File: config.mk
export PLATFORM = sky130hd
export DESIGN_NAME = nib_acc
export DESIGN_NICKNAME = d
export VERILOG_FILES = /design/src/rtl/nib_acc.sv
export SDC_FILE = /design/constraint.sdc
export NUM_CORES = 1
export LEC_CHECK = 0
export ABC_CLOCK_PERIOD_IN_PS = 8200
export CAP_MARGIN = 0
export CORE_ASPECT_RATIO = 0.8
export CORE_MARGIN = 2
export CORE_UTILIZATION = 45
export DETAILED_ROUTE_END_ITERATION = 8
export GPL_ROUTABILITY_DRIVEN = 0
export PLACE_DENSITY = 0.7
export RECOVER_POWER = 25
export SLEW_MARGIN = 0
export SYNTH_ARGS = -nofsm -noshare
export SYNTH_HDL_FRONTEND = slang
export SYNTH_SLANG_ARGS = --single-unit
export TNS_END_PERCENT = 1
File: constraint.sdc
create_clock -name clk -period 8.2 [get_ports clk]
set_clock_uncertainty 0.2 [all_clocks]
set_input_delay 1.64 -clock clk [delete_from_list [all_inputs] [get_ports clk]]
set_output_delay 1.64 -clock clk [all_outputs]
set_load 0.02 [all_outputs]
File: src/rtl/nib_acc.sv
// nib_acc: nibble-serial accumulator.
// Each accepted 4-bit operand is added into an ACC_W-bit accumulator one
// nibble per cycle (ADD state, exactly NIB cycles), then DONE pulses for one
// cycle. Carry out of the top nibble sets a sticky overflow flag and the
// accumulator wraps modulo 2^ACC_W.
module nib_acc #(
  parameter int NIB = 2
) (
  input  logic              clk,
  input  logic              rst_n,
  input  logic              in_valid,
  input  logic [3:0]        in_data,
  output logic              in_ready,
  input  logic              clr,
  output logic [4*NIB-1:0]  acc,
  output logic              ovf,
  output logic              busy,
  output logic              done
);

  localparam int ACC_W = 4 * NIB;
  localparam int K_W   = (NIB > 1) ? $clog2(NIB) : 1;

  typedef enum logic [1:0] {
    S_IDLE = 2'd0,
    S_ADD  = 2'd1,
    S_DONE = 2'd2
  } state_t;

  state_t           r_state;
  state_t           w_state_nxt;
  logic [ACC_W-1:0] r_acc;
  logic             r_ovf;
  logic [K_W-1:0]   r_k;
  logic             r_carry;
  logic [3:0]       r_op;

  logic             w_accept;
  logic             w_last;
  logic [3:0]       w_nib;
  logic [3:0]       w_addend;
  logic [4:0]       w_sum;

  // clr has priority over an offered operand; no accept outside IDLE.
  assign in_ready = (r_state == S_IDLE) && !clr;
  assign w_accept = in_ready && in_valid;
  assign w_last   = (r_k == K_W'(NIB - 1));

  assign acc  = r_acc;
  assign ovf  = r_ovf;
  assign busy = (r_state != S_IDLE);
  assign done = (r_state == S_DONE);

  // Select the current nibble, the addend (operand only on nibble 0) and add with carry.
  always_comb begin
    w_nib = 4'h0;
    for (int i = 0; i < NIB; i++) begin
      if (r_k == K_W'(i)) begin
        w_nib = r_acc[i*4 +: 4];
      end else begin
        w_nib = w_nib;
      end
    end
    if (r_k == '0) begin
      w_addend = r_op;
    end else begin
      w_addend = 4'h0;
    end
    w_sum = {1'b0, w_nib} + {1'b0, w_addend} + {4'h0, r_carry};
  end

  // Next-state logic: IDLE -> ADD on accept, ADD for NIB cycles, DONE for one cycle.
  always_comb begin
    w_state_nxt = r_state;
    case (r_state)
      S_IDLE: begin
        if (w_accept) begin
          w_state_nxt = S_ADD;
        end else begin
          w_state_nxt = S_IDLE;
        end
      end
      S_ADD: begin
        if (w_last) begin
          w_state_nxt = S_DONE;
        end else begin
          w_state_nxt = S_ADD;
        end
      end
      S_DONE:  w_state_nxt = S_IDLE;
      default: w_state_nxt = S_IDLE;
    endcase
  end

  // State register.
  always_ff @(posedge clk or negedge rst_n) begin
    if (!rst_n) begin
      r_state <= S_IDLE;
    end else begin
      r_state <= w_state_nxt;
    end
  end

  // Datapath: clear/accept in IDLE, one nibble write-back per ADD cycle.
  always_ff @(posedge clk or negedge rst_n) begin
    if (!rst_n) begin
      r_acc   <= '0;
      r_ovf   <= 1'b0;
      r_k     <= '0;
      r_carry <= 1'b0;
      r_op    <= 4'h0;
    end else begin
      case (r_state)
        S_IDLE: begin
          if (clr) begin
            r_acc <= '0;
            r_ovf <= 1'b0;
          end else if (in_valid) begin
            r_op    <= in_data;
            r_k     <= '0;
            r_carry <= 1'b0;
          end
        end
        S_ADD: begin
          for (int i = 0; i < NIB; i++) begin
            if (r_k == K_W'(i)) begin
              r_acc[i*4 +: 4] <= w_sum[3:0];
            end
          end
          r_carry <= w_sum[4];
          r_k     <= r_k + K_W'(1);
          if (w_last && w_sum[4]) begin
            r_ovf <= 1'b1;
          end
        end
        default: begin
          r_k <= r_k;
        end
      endcase
    end
  end

endmodule

==> results.py <==
metrics = {
    "final_layout": {
        "seq_area_sq_um": 425,
        "antenna_cells": 0,
        "nets": 123,
        "fillCellCount": 207,
        "multiInputGateArea_sq_um": 503,
        "drive_gt1_frac": 0.147,
        "areaGrowthSynthToFinish_pct": 22.6,
    },
    "pwr": {
        "clkPwrFrac": 0.113,
        "seqPwrFrac": 0.369,
        "p_sw_frac": 0.416,
        "power_density_nw_per_um2": 348,
        "p_total_mw": 0.416,
        "p_sw_mw": 0.173,
        "p_int_mw": 0.243,
        "p_leak_nw": 0.557,
        "ir_drop_v": 0.000192,
        "pwr-share-comb": 0.518,
    },
    "timing": {
        "timing.fmax_mhz": 215,
        "hold_viol": 0,
        "rsz0062_at_grt": "no",
        "timing.setup.tns_ns": 0,
        "slew_headroom": 0.475,
        "report.final.slew_viol_count": 0,
        "period_needed_ns": 4.66,
        "finalSetupViolations": 0,
        "post-route-period-util": 0.568,
        "worstMarginPinSlew_ns": 0.787,
    },
    "yosys": {
        "synthCells": 90,
        "synth_nets": 103,
        "synth_largest_area_cell": "dfrtp_1",
        "ys_types": 29,
        "synth_edf_count": 0,
        "async_reset_ff_frac": 1.00,
        "ys.flop_type": "dfrtp_1",
        "synth_seq_area_share": 0.436,
        "synthTopCellsByArea": "dfrtp_1, mux2_2, a22o_1, nor2b_1, fa_1",
        "synth-seq-cells": 17,
        "synth_warnings": 0,
        "ys_top_cells_by_count": "dfrtp_1, mux2_2, nand2_1",
        "netlist.area_leader.share": 0.436,
        "synth.most_common_cell": "dfrtp_1",
        "synth_area_sq_um": 976,
        "syn_area_per_cell_sq_um": 10.8,
    },
    "clock_network": {
        "cts_hold_buf": 0,
        "ctsResizeCount": 0,
        "numCtsBuffers": 3,
        "clock_latency_ns": 0.31,
        "cts_tree": "done",
        "clk_pin_slew_ns": 0.11,
        "h-tree-depth": 1,
        "cts-root-buf": "clkbuf_4",
        "postCtsSetupRepairBufs": 0,
        "clk_path_buf_depth": 2,
        "clock_sinks": 17,
    },
    "global_route": {
        "grt_usage": 0.168,
        "antenna_found_initial": 0,
        "grt_max_degree": 26,
        "first_global_vias": 713,
        "grt_pass1_wl_um": 3220,
        "overflow": 0,
    },
    "setup_path": {
        "regToRegSetupSlack_ns": 5.01,
        "crit_chain": "clkdlybuf4s50_1, nor2_1, clkdlybuf4s50_1",
        "critPathLaunchType": "input port",
        "cp_max_fo": 4,
        "worstPathArrival_ns": 2.82,
        "r2r_end": "acc[6]",
        "path_class": "in -> out",
        "path_common_cell": "clkdlybuf4s50_1",
        "worstRegToRegCells": 7,
        "startpoint": "clr",
        "r2r_start": "r_k",
        "max_stage_delay_ns": 0.61,
        "worst_setup_path_end_kind": "output port",
        "critPathRequiredTime_ns": 6.36,
        "cp_slowest_cell": "clkdlybuf4s50_1",
    },
    "floorplan": {
        "pin_count": 20,
        "fp.dieH_um": 45.7,
        "core_area_sq_um": 2100,
        "die_w_um": 56.1,
        "die-area_sq_um": 2560,
        "rows": 15,
        "initial_core_util": 0.464,
    },
    "worst_hold_path": {
        "hp-class": "reg -> reg",
        "min_from": "r_op[2]",
        "holdPathEnd": "r_op[2]",
        "min_path_cells": 1,
    },
    "flow_run": {
        "drv_cap": 0,
    },
    "outcome": {
        "outcome": "complete, no violations",
    },
    "detailed_routing": {
        "vias": 718,
        "ant_nets": 0,
        "viasPerCell": 5.36,
        "firstDrtPassIters": 3,
        "routed_wl_um": 1870,
        "avgRoutedWirePerCell_um": 14.0,
        "dr.first_iter.drc_count": 8,
        "drc": 0,
    },
    "placement": {
        "hpwl_um": 1370,
        "io_buffer_count": 19,
    },
}
cell families after synthesis:
| family | Yosys count | synth area share |
|---|---|---|
| adders and majority gates | 5 | 0.0795 |
| and+or+nand+nor | 22 | 0.121 |
| AOI/OAI and AO/OA | 24 | 0.169 |
| DFF | 17 | 0.436 |
| muxes | 11 | 0.128 |
| buffers and inverters | 9 | 0.0487 |
| xor gates and xnor gates | 2 | 0.0180 |
worst max path at each step:
stage                to  slack, ns  cells after the start
6_report       in_ready       3.54                      3
4_1_cts        in_ready       3.52                      3
5_1_grt        in_ready       3.45                      3
2_1_floorplan  in_ready       4.43                      1
3_3_place_gp   in_ready       3.55                      3
3_5_place_dp   in_ready       3.53                      3
cell type report:
class | count | share of cell area
sequential | 17 | 0.356
timing repair buffer | 19 | 0.159
inverter | 5 | 0.0157
multi-input combinational | 64 | 0.421
tap | 25 | 0.0262
clock inverter | 1 | 0.00418
clock buffer | 3 | 0.0188
layout by cell type, fill, tap and decap left out, types with 2 or more instances in the layout:
master and count:
a21o_1 2, a22o_1 7, clkbuf_4 3, clkdlybuf4s50_1 18, dfrtp_1 17, fa_1 2, ha_1 3, inv_1 5
mux2_2 8, mux2i_1 2, nand2_1 8, nor2_1 4, nor2b_1 7, o21ai_0 7, o31ai_1 2
through the flow:
step	setup slack, ns	utilization	hold slack [ns]	cells	instance area [sq um]
finish	3.54	0.569	0.312	134	1200
detailed placement	3.53	0.556	0.293	130	1170
CTS	3.52	0.569	0.320	134	1200
floorplan	4.43	-	0.273	90	976
global route	3.45	0.569	0.338	134	1200
global placement	3.55	0.556	0.287	130	1170
power by group through the flow:
stage	combinational (mW)	clock (mW)	sequential [mW]
5_1_grt	0.242	0.0527	0.160
3_5_place_dp	0.217	0	0.155
3_3_place_gp	0.213	0	0.154
6_report	0.216	0.0471	0.154
4_1_cts	0.218	0.0496	0.154
2_1_floorplan	0.173	0	0.141
state kept, by name (all words and copies together), names as in the netlist:
name / cells
r_carry: 1
r_state: 2
ovf: 1
acc: 8
r_k: 1
r_op: 4
worst max-delay path: cells and delay by family:
kind	cells	cell delay (ns)
and+or+nand+nor	1	0.12
buffers and inverters	2	1.06
metal layers:
| layer | share of wire | track usage |
|---|---|---|
| met1 | 0.45 | 0.201 |
| met4 | 0.012 | 0.0571 |
| met5 | 0 | 0 |
| met2 | 0.48 | 0.294 |
| met3 | 0.053 | 0.0540 |
Note: power is estimated with default switching activity, not from simulation.
